--- src/rtl/relogio_controle.sv ---
// Mode/timing controller for the digital clock: 1 Hz tick prescaler, button
// debounce, RUN/SET mode FSM, per-field increment pulses and blink enable.
module relogio_controle #(
  parameter int CLK_DIV         = 50000000,
  parameter int DEBOUNCE_CYCLES = 500000,
  parameter int BLINK_DIV       = 25000000
) (
  input  logic       clock,
  input  logic       reset,
  input  logic       key_mode,
  input  logic       key_inc,
  input  logic       sw_enable,
  output logic       tick,
  output logic [1:0] mode,
  output logic       inc_hour,
  output logic       inc_min,
  output logic       inc_sec,
  output logic       clr_sec,
  output logic       blink
);

  localparam int PS_W = $clog2(CLK_DIV);
  localparam int DB_W = $clog2(DEBOUNCE_CYCLES + 1);
  localparam int BL_W = $clog2(BLINK_DIV + 1);

  localparam logic [PS_W-1:0] PS_LAST = PS_W'(CLK_DIV - 1);
  localparam logic [DB_W-1:0] DB_LAST = DB_W'(DEBOUNCE_CYCLES - 1);
  localparam logic [BL_W-1:0] BL_LAST = BL_W'(BLINK_DIV - 1);

  typedef enum logic [1:0] {
    RUN      = 2'b00,
    SET_HOUR = 2'b01,
    SET_MIN  = 2'b10,
    SET_SEC  = 2'b11
  } state_t;

  // Button bit 0 is key_mode, bit 1 is key_inc.
  logic [1:0]           sync1_q, sync1_d;
  logic [1:0]           sync2_q, sync2_d;
  logic [1:0]           db_q, db_d;
  logic [1:0][DB_W-1:0] db_cnt_q, db_cnt_d;
  logic [1:0]           press_q, press_d;

  state_t          state_q, state_d;
  logic [PS_W-1:0] ps_cnt_q, ps_cnt_d;
  logic [BL_W-1:0] bl_cnt_q, bl_cnt_d;
  logic            tick_q, tick_d;
  logic            inc_hour_q, inc_hour_d;
  logic            inc_min_q, inc_min_d;
  logic            inc_sec_q, inc_sec_d;
  logic            clr_sec_q, clr_sec_d;
  logic            blink_q, blink_d;
  logic            mode_ev, inc_ev;

  // A press is flagged only on the debounced 1->0 update; releases are silent.
  always_comb begin
    sync1_d  = {key_inc, key_mode};
    sync2_d  = sync1_q;
    db_d     = db_q;
    db_cnt_d = '0;
    press_d  = '0;
    for (int b = 0; b < 2; b++) begin
      if (sync2_q[b] != db_q[b]) begin
        if (db_cnt_q[b] == DB_LAST) begin
          db_d[b]    = sync2_q[b];
          press_d[b] = ~sync2_q[b];
        end else begin
          db_cnt_d[b] = db_cnt_q[b] + DB_W'(1);
        end
      end
    end
  end

  // A mode event takes priority over an inc event arriving in the same cycle.
  always_comb begin
    mode_ev    = press_q[0] & sw_enable;
    inc_ev     = press_q[1] & sw_enable;
    state_d    = state_q;
    inc_hour_d = 1'b0;
    inc_min_d  = 1'b0;
    inc_sec_d  = 1'b0;
    clr_sec_d  = 1'b0;
    if (mode_ev) begin
      case (state_q)
        RUN:      state_d = SET_HOUR;
        SET_HOUR: state_d = SET_MIN;
        SET_MIN:  state_d = SET_SEC;
        default: begin
          state_d   = RUN;
          clr_sec_d = 1'b1;
        end
      endcase
    end else if (inc_ev) begin
      case (state_q)
        SET_HOUR: inc_hour_d = 1'b1;
        SET_MIN:  inc_min_d  = 1'b1;
        SET_SEC:  inc_sec_d  = 1'b1;
        default:  ;
      endcase
    end
  end

  // Prescaler runs only while staying in RUN, so any mode change restarts it.
  always_comb begin
    ps_cnt_d = '0;
    tick_d   = 1'b0;
    if (state_q == RUN && state_d == RUN) begin
      if (ps_cnt_q == PS_LAST) begin
        tick_d = 1'b1;
      end else begin
        ps_cnt_d = ps_cnt_q + PS_W'(1);
      end
    end
  end

  always_comb begin
    bl_cnt_d = '0;
    blink_d  = 1'b1;
    if (state_d != state_q) begin
      blink_d = (state_d == RUN);
    end else if (state_q != RUN) begin
      blink_d = blink_q;
      if (bl_cnt_q == BL_LAST) begin
        blink_d = ~blink_q;
      end else begin
        bl_cnt_d = bl_cnt_q + BL_W'(1);
      end
    end
  end

  always_ff @(posedge clock) begin
    if (reset) begin
      sync1_q    <= 2'b11;
      sync2_q    <= 2'b11;
      db_q       <= 2'b11;
      db_cnt_q   <= '0;
      press_q    <= '0;
      state_q    <= RUN;
      ps_cnt_q   <= '0;
      bl_cnt_q   <= '0;
      tick_q     <= 1'b0;
      inc_hour_q <= 1'b0;
      inc_min_q  <= 1'b0;
      inc_sec_q  <= 1'b0;
      clr_sec_q  <= 1'b0;
      blink_q    <= 1'b1;
    end else begin
      sync1_q    <= sync1_d;
      sync2_q    <= sync2_d;
      db_q       <= db_d;
      db_cnt_q   <= db_cnt_d;
      press_q    <= press_d;
      state_q    <= state_d;
      ps_cnt_q   <= ps_cnt_d;
      bl_cnt_q   <= bl_cnt_d;
      tick_q     <= tick_d;
      inc_hour_q <= inc_hour_d;
      inc_min_q  <= inc_min_d;
      inc_sec_q  <= inc_sec_d;
      clr_sec_q  <= clr_sec_d;
      blink_q    <= blink_d;
    end
  end

  assign mode     = state_q;
  assign tick     = tick_q;
  assign inc_hour = inc_hour_q;
  assign inc_min  = inc_min_q;
  assign inc_sec  = inc_sec_q;
  assign clr_sec  = clr_sec_q;
  assign blink    = blink_q;

endmodule

--- config.mk ---
export PLATFORM = sky130hd
export DESIGN_NAME = relogio_controle
export DESIGN_NICKNAME = d
export VERILOG_FILES = /design/src/rtl/relogio_controle.sv
export SDC_FILE = /design/constraint.sdc
export NUM_CORES = 1
export LEC_CHECK = 0
export BUFFER_PORTS_ARGS = -buffer_cell sky130_fd_sc_hd__buf_2
export CAP_MARGIN = 0
export CORE_ASPECT_RATIO = 1.75
export CORE_MARGIN = 5
export CORE_UTILIZATION = 45
export CTS_BUF_LIST = sky130_fd_sc_hd__clkbuf_4
export DETAILED_ROUTE_END_ITERATION = 8
export GPL_TIMING_DRIVEN = 0
export MAX_ROUTING_LAYER = met4
export PLACE_DENSITY = 0.59
export REMOVE_ABC_BUFFERS = 1
export SLEW_MARGIN = 20
export SYNTH_ARGS = -nofsm -noshare
export SYNTH_HDL_FRONTEND = slang
export SYNTH_SLANG_ARGS = --single-unit
--- constraint.sdc ---
create_clock -name clock -period 2.5 [get_ports clock]
set_clock_uncertainty 0.15 [all_clocks]
set_input_delay 0.25 -clock clock [delete_from_list [all_inputs] [get_ports clock]]
set_output_delay 0.25 -clock clock [all_outputs]
set_load 0.005 [all_outputs]
# [Word-level counts from Yosys, hierarchy flattened]
# Cells that the tools add are included.
[word_totals] wordCells=71 reg_bits=105
[classes] addsub=4 bitwise=13 n_reduce_logical=16 mux=10 n_eq_ne=11
[op_table] op="adder 19 x 1 -> 19 bit, second input constant" count=2
[op_table] op="== test 19 bit, second input constant" count=2
[op_table] op="adder 26 x 1 -> 26 bit, second input constant" count=1
[op_table] op="== test 26 bit, second input constant" count=1
[op_table] op="adder 25 x 1 -> 25 bit, second input constant" count=1
[op_table] op="== test 25 bit, second input constant" count=1
[op_table] op="OR reduction 3 bit" count=7
[op_table] op="NOT 1 bit" count=11
[op_table] op="two-way mux 1 bit" count=8
[op_table] op="one-hot mux 2 bit (3 select lines)" count=1
[op_table] op="== test 2 bit, second input constant" count=2
[op_table] op="logical NOT 2 bit" count=2
[op_table] op="AND reduction 2 bit" count=2
[op_table] op="OR reduction 2 bit" count=2
[op_table] op="OR reduction 4 bit" count=1
[op_table] op="!= test 3 x 2 -> 1 bit, second input constant" count=1
[op_table] op="AND 1 bit" count=2
[op_table] op="== test 2 x 1 -> 1 bit, second input constant" count=1
[op_table] op="two-way mux 2 bit" count=1
[op_table] op="!= test 1 bit" count=2
[op_table] op="!= test 2 bit" count=1
[op_table] op="nonzero test 2 bit" count=1
[op_table] op="logical AND 1 bit" count=1

# [Logic depth before layout (Yosys ltp)]
# Gate-level depths: netlist (run 1).
[depth] depth_word=7 ltp_mapped=7

# [Worst setup path before layout (run 1)]
# Ideal clock, no wire load.
[synth_timing] kind="flip-flop to flip-flop" startpoint="register state_q[0], in the netlist mode[0]" endpoint="register bl_cnt_q[8]" setup_slack_ns=0.392 stages_incl_launch_ff=8 t_required_ns=2.218 arrival_ns=1.826 cell_sequence="dfxtp_1 > inv_1 > ha_1 > o21ba_2 > xnor2_1 > o21ai_1 > clkbuf_1 > nor3_1"
[synth_via] elab_chain_cells=5 elab_cells_between_ends=9 cone_classes="3 x eq/ne; 2 x mux; 1 x bitwise; 3 x reduce/logical"
[synth_rtl] item="from (decl)" line_no="44" source="state_t state_q, state_d;"
[synth_rtl] item="from (signal assigned)" line_no="153" source="state_q <= state_d;"
[synth_rtl] item="== test 2 bit, or another cell as far along" line_no="84" source="case (state_q)"
[synth_rtl] item="one-hot mux 2 bit (3 select lines)" line_no="84"
[synth_rtl] item="two-way mux 2 bit" line_no="83" source="if (mode_ev) begin"
[synth_rtl] item="!= test 2 bit" line_no="119" source="if (state_d != state_q) begin"
[synth_rtl] item="OR reduction 4 bit (no line) *"
[synth_rtl] item="to (signal assigned)" line_no="155" source="bl_cnt_q <= bl_cnt_d;"
[synth_rtl] item="to (decl)" line_no="46" source="logic [BL_W-1:0] bl_cnt_q, bl_cnt_d;"
# Mark *: on every way between the ends. The rest lies on a longest branch, timed or not.
# A chain may end at the register's enable or synchronous reset.

# [Final worst setup path (run 1)]
[layout_timing] startpoint="register state_q[0], in the netlist mode[0]" endpoint="register bl_cnt_q[22]"
# Same word-level chain as after synthesis.

==> results of run 1 <==
sequential cells by signal (all words and copies together), names as in the netlist:
signal    cells
db_q          2
inc_min       1
press_q       2
ps_cnt_q     26
mode          2
sync1_q       2
tick          1
clr_sec       1
sync2_q       2
inc_sec       1
blink         1
inc_hour      1
db_cnt_q     38
bl_cnt_q     25
cell usage after synthesis (all sizes together) (8+ instances only):
| master | count |
|---|---|
| dfxtp | 105 |
| nor2 | 37 |
| nand3 | 34 |
| xor2 | 33 |
| nand2 | 30 |
| nand4 | 28 |
| nor3 | 27 |
| a211oi | 26 |
| o21ai | 24 |
| or3 | 21 |
| clkbuf | 17 |
| or4 | 17 |
| o31ai | 16 |
| xnor2 | 16 |
| and4 | 13 |
| inv | 13 |
| a21oi | 10 |
| nor4 | 10 |
| ha | 8 |
timing repair:
item                                    4_1_cts  5_1_grt
pin swaps                                     1        3
endpoints found under the hold margin         8        0
buffers inserted                              2        8
gates resized for setup                       0        3
cloned                                        0        0
hold buffers                                  6        0
endpoints found under the setup margin       15       18
stage by stage:
stage | std cells | setup TNS (ns) | utilization [%] | power, uW
floorplan | 516 | -0.0180 | - | 1750
detailed placement | 662 | -0.315 | 47.6 | 1760
global route | 695 | 0 | 50.3 | 2730
global placement | 658 | -25.17 | 47.0 | 1760
CTS | 686 | 0 | 49.6 | 2650
finish | 695 | 0 | 50.3 | 2620
cell families (layout without fill, tap and decap cells):
group,Yosys count,after routing,synth area share [%]
DFF,105,105,43.1
buffers and inverters,37,61,3.13
muxes,2,2,0.410
and+or+nand+nor,254,254,30.5
xor gates and xnor gates,49,49,8.80
other,0,1,0
adders and majority gates,8,8,2.05
AOI/OAI and AO/OA,85,85,12.1
metal layers:
metal | global-route usage (%) | vias up
li1 | - | 2049
met1 | 18.3 | 1950
met2 | 27.5 | 32
met3 | 2.96 | 10
met4 | 5.60 | 0
met5 | - | -
power groups by stage:
stage	registers [uW]	logic [uW]	clock network, uW
after floorplan	1720	23.4	0
after global placement	1720	36.2	0
after detailed placement	1720	39.3	0
after CTS	1690	48.9	914
after global routing	1690	53.9	983
final	1690	48.1	881
worst max-delay path by stage:
stage,startpoint,to,slack [ns],cells past startpoint
6_report,mode[0],bl_cnt_q[22],0.19,7
5_1_grt,bl_cnt_q[2],bl_cnt_q[19],0.02,4
4_1_cts,mode[0],bl_cnt_q[22],0.11,7
3_5_place_dp,mode[1],ps_cnt_q[21],-0.05,7
3_3_place_gp,mode[0],blink,-0.65,6
2_1_floorplan,mode[0],blink,-0.02,6
cell type report:
class / count / area, sq um
tap: 130 / 163
sequential: 105 / 2100
multi-input combinational: 398 / 2650
clock buffer: 12 / 90.1
timing repair buffer: 32 / 244
fill: 1069 / 5290
clock inverter: 4 / 43.8
antenna: 1 / 2.50
inverter: 13 / 48.8
==> impl_metrics.py, run 1 <==
metrics = {
    "critical_path": {
        "arrival_ns": 2.54,
        "r2r_cells": 7,
        "reg2reg_slack_ns": 0.19,
        "worstReg2RegStart": "mode[0]",
        "crit_fanout": 15,
        "critPathSlowestCell": "dfxtp_1",
        "path_delay_family": "compound AO/OA/AOI/OAI gates",
        "start_kind": "register",
        "r2r_end": "bl_cnt_q[22]",
        "cp.required_ns": 2.73,
        "path_class": "reg -> reg",
        "path_cells": "inv_1, ha_1, xor2_1, a311oi_2, o21ai_4, buf_6, a211oi_1",
        "cp.buffers_inverters": 2,
        "slowest_delay_ns": 0.48,
        "end_kind": "register",
    },
    "placed_design": {
        "placed_cell_area_sq_um": 5060,
        "numPortBuffers": 12,
        "place.gp.congestion": 0.799,
        "post-dp-hpwl_microns": 6920,
        "post-place-ws_ns": -0.0495,
    },
    "sta": {
        "hold_viol": 0,
        "setup_violations": 0,
        "slew_headroom_pct": 53.3,
        "rsz0062_at_grt": "false",
        "fin_ws_ns": 0.193,
        "whs_ns": 0.264,
        "tightest_slew_ns": 0.700,
        "drv_slew": 0,
        "min_period_over_period_pct": 92.3,
        "fmax_mhz": 433,
        "fin_crit_ns": 2.31,
    },
    "die": {
        "start_util_pct": 45.9,
        "core_region_area_sq_um": 10600,
        "num_rows": 50,
        "die-area_sq_um": 13100,
        "pin_count": 13,
        "die_h_microns": 148,
        "die_w_microns": 88.7,
    },
    "hold_path": {
        "hold_start": "sync1_q[1]",
        "hold_class": "reg -> reg",
        "min_delay_worst_endpoint": "sync2_q[1]",
        "holdPathStages": 1,
    },
    "run": {
        "drv_cap": 0,
    },
    "detailed_routing": {
        "wl_met2_microns": 5220,
        "wire_per_inst_microns": 14.4,
        "antenna_left": 0,
        "vias_per_cell": 5.81,
        "routed.top_layer": "met4",
        "met1_length_microns": 4370,
        "vias": 4041,
        "drc": 0,
        "drt_iter0_drc": 203,
        "drtPass1Iterations": 4,
        "wl_microns": 10000,
        "wl_met3_microns": 261,
    },
    "final_layout": {
        "final_net_count": 572,
        "drive_gt1_share_pct": 10.8,
        "layout_common_cells": "104 x dfxtp_1, 37 x nor2_1, 33 x nand3_1, 33 x xor2_1, 29 x nand2_1",
        "mostFrequentLayoutCell": "dfxtp_1",
        "area_growth_pct": 9.64,
        "final_area_sq_um": 5350,
    },
    "global_route": {
        "antenna_found_initial": 1,
        "grt_use_total_pct": 16.0,
        "grt_first_pass_wirelength_microns": 16800,
        "grt_max_degree": 20,
        "grt_pass1_vias": 3784,
        "grt_overflow": 0,
    },
    "power_and_ir_drop": {
        "power_frac_comb_pct": 1.8,
        "switching_share_pct": 22.1,
        "p_sw_uw": 579,
        "power_density_nw_per_um2": 489,
        "intPower_uw": 2040,
        "irDropWorstVdd_uv": 257,
        "leakage_uw": 0.00167,
        "seq_power_share_pct": 64.5,
        "p_clk_share_pct": 33.7,
    },
    "clocking": {
        "insertion_delay_ns": 0.46,
        "clkTransAtPathRegs_ns": 0.16,
        "cts_buffers": 9,
        "numClockSinks": 105,
        "clock-root-buffer": "clkbuf_4",
        "cts_buffer_depth": 2,
        "cts_tree": "built",
        "cts_htree_levels": 3,
    },
    "synthesis": {
        "synth_warnings": 0,
        "post_synth.cell_area_avg_sq_um": 9.03,
        "synth_edf_count": 0,
        "synth_top_area_share_pct": 43.1,
        "synth_cells": 540,
        "netlist_area_sq_um": 4880,
        "ys_types": 49,
        "synthFlopType": "dfxtp_1",
        "synth_top_area_cell": "dfxtp_1",
        "seq_area_frac_synth_pct": 43.1,
        "async_flop_share_pct": 0,
        "yosys-top-cells-area": "dfxtp_1 43%, xor2_1 5.9%, a211oi_1 4.0%",
        "ys_ff_latch": 105,
    },
    "run_status": {
        "status": "finished, final reports clean",
    },
}
Power figures use the tool's default switching activity.
==> run 2: changes to the inputs <==
==> constraint.sdc (replaced) <==
create_clock -name clock -period 2.75 [get_ports clock]
set_clock_uncertainty 0.15 [all_clocks]
set_input_delay 0.275 -clock clock [delete_from_list [all_inputs] [get_ports clock]]
set_output_delay 0.275 -clock clock [all_outputs]
set_load 0.005 [all_outputs]
==> impl_metrics.py, run 2 (synthesis results as in run 1) <==
metrics = {
    "run_status": {
        "status": "finished, final reports clean",
    },
    "placed_design": {
        "placed_cell_area_sq_um": 5060,
        "place.gp.congestion": 0.799,
        "dp.cells": 662,
        "numPortBuffers": 12,
        "post-dp-hpwl_microns": 6920,
    },
    "clocking": {
        "clkTransAtPathRegs_ns": 0.16,
        "insertion_delay_ns": 0.46,
        "numClockSinks": 105,
        "cts_tree": "built",
        "clock-root-buffer": "clkbuf_4",
        "cts_buffer_depth": 2,
        "cts_buffers": 9,
        "cts_htree_levels": 3,
        "cts_resized": 0,
    },
    "sta": {
        "fmax_mhz": 419,
        "drv_slew": 0,
        "slew_headroom_pct": 53.7,
        "rsz0062_at_grt": "false",
        "hold_viol": 0,
        "tightest_slew_ns": 0.694,
        "fin_tns_setup_ns": 0,
        "fin_crit_ns": 2.39,
        "setup_violations": 0,
        "min_period_over_period_pct": 86.8,
    },
    "detailed_routing": {
        "drt_iter0_drc": 146,
        "vias_per_cell": 5.84,
        "drtPass1Iterations": 4,
        "antenna_left": 0,
        "drc": 0,
        "wire_per_inst_microns": 14.4,
        "wl_microns": 9880,
        "vias": 4006,
    },
    "global_route": {
        "grt_max_degree": 20,
        "grt_use_total_pct": 16.0,
        "grt_overflow": 0,
        "grt_pass1_vias": 3773,
        "grt_first_pass_wirelength_microns": 16700,
        "antenna_found_initial": 1,
    },
    "final_layout": {
        "stdcell_count": 686,
        "final_net_count": 563,
        "largestRegisters": "db_cnt_q: 38 flops, ps_cnt_q: 26 flops, bl_cnt_q: 25 flops",
        "final_area_sq_um": 5260,
        "mostFrequentLayoutCell": "dfxtp_1",
        "top_register": "db_cnt_q",
        "post-route-util_pct": 49.5,
        "largest_register_ffs": 38,
        "drive_gt1_share_pct": 9.37,
        "layout_common_cells": "105 x dfxtp_1, 37 x nor2_1, 33 x nand3_1, 33 x xor2_1, 29 x nand2_1",
        "area_growth_pct": 7.85,
    },
    "die": {
        "die_w_microns": 88.7,
        "die-area_sq_um": 13100,
        "pin_count": 13,
        "die_h_microns": 148,
        "core_region_area_sq_um": 10600,
        "num_rows": 50,
        "start_util_pct": 45.9,
    },
    "power_and_ir_drop": {
        "power.total_uw": 2380,
        "power_frac_comb_pct": 1.8,
        "switching_share_pct": 22.1,
        "p_sw_uw": 524,
        "intPower_uw": 1850,
        "power_density_nw_per_um2": 452,
        "irDropWorstVdd_uv": 233,
        "p_clk_share_pct": 33.7,
        "seq_power_share_pct": 64.6,
        "leakage_uw": 0.00163,
    },
    "hold_path": {
        "hold_class": "reg -> reg",
    },
    "critical_path": {
        "path_class": "reg -> reg",
        "end_kind": "register",
        "arrival_ns": 2.62,
        "crit_fanout": 15,
        "start_kind": "register",
        "cp.required_ns": 2.98,
    },
    "run": {
        "drv_cap": 0,
    },
}
## run 2: per-layer routing
metal | routed length, microns | share of wire [%] | track usage (%) | vias to the layer above
met4 | 156 | 1.6 | 5.60 | 0
met1 | 4340 | 44 | 18.3 | 1935
met2 | 5150 | 52 | 27.4 | 27
li1 | - | - | - | 2032
met3 | 227 | 2.3 | 2.96 | 12
met5 | 0 | 0 | - | -
## run 2: power groups by stage
stage	clock network [uW]	registers (uW)	logic, uW
3_3_place_gp	0	1570	32.9
6_report	800	1530	42.2
4_1_cts	831	1530	40.1
3_5_place_dp	0	1570	35.7
2_1_floorplan	0	1570	21.2
5_1_grt	894	1540	47.4
## run 2: through the flow
step	hold slack (ns)	setup slack, ns
detailed placement	0.250	0.201
global placement	0.247	-0.395
floorplan	0.197	0.232
global route	0.297	0.157
CTS	0.283	0.166
finish	0.265	0.363
## run 2: final timing paths
check	cells past startpoint	end	slack [ns]	start
setup / recovery	7	bl_cnt_q[22]	0.36	mode[1]
hold / removal	1	sync2_q[1]	0.26	sync1_q[1]
setup reg to reg	7	bl_cnt_q[22]	0.36	mode[1]
hold reg to reg	1	sync2_q[1]	0.26	sync1_q[1]
## run 2: timing repair
action	in CTS	in global routing
endpoints found under the setup margin	0	9
setup buffers	0	3
hold buffers	4	0
hold endpoints to repair	6	0
## run 2: worst max-delay path: stages (launching register included)
cell and delay (ns):
dfxtp_1 0.50, inv_1 0.12, ha_1 0.35, xor2_1 0.16, a311oi_1 0.32, o21ai_2 0.27, buf_6 0.23, a211oi_1 0.22
## run 2: area by class of cell
type | instances | area (sq um)
fill | 1068 | 5370
tap | 130 | 163
multi-input combinational | 398 | 2640
clock inverter | 4 | 43.8
clock buffer | 12 | 90.1
timing repair buffer | 23 | 171
sequential | 105 | 2100
inverter | 13 | 48.8
antenna | 1 | 2.50
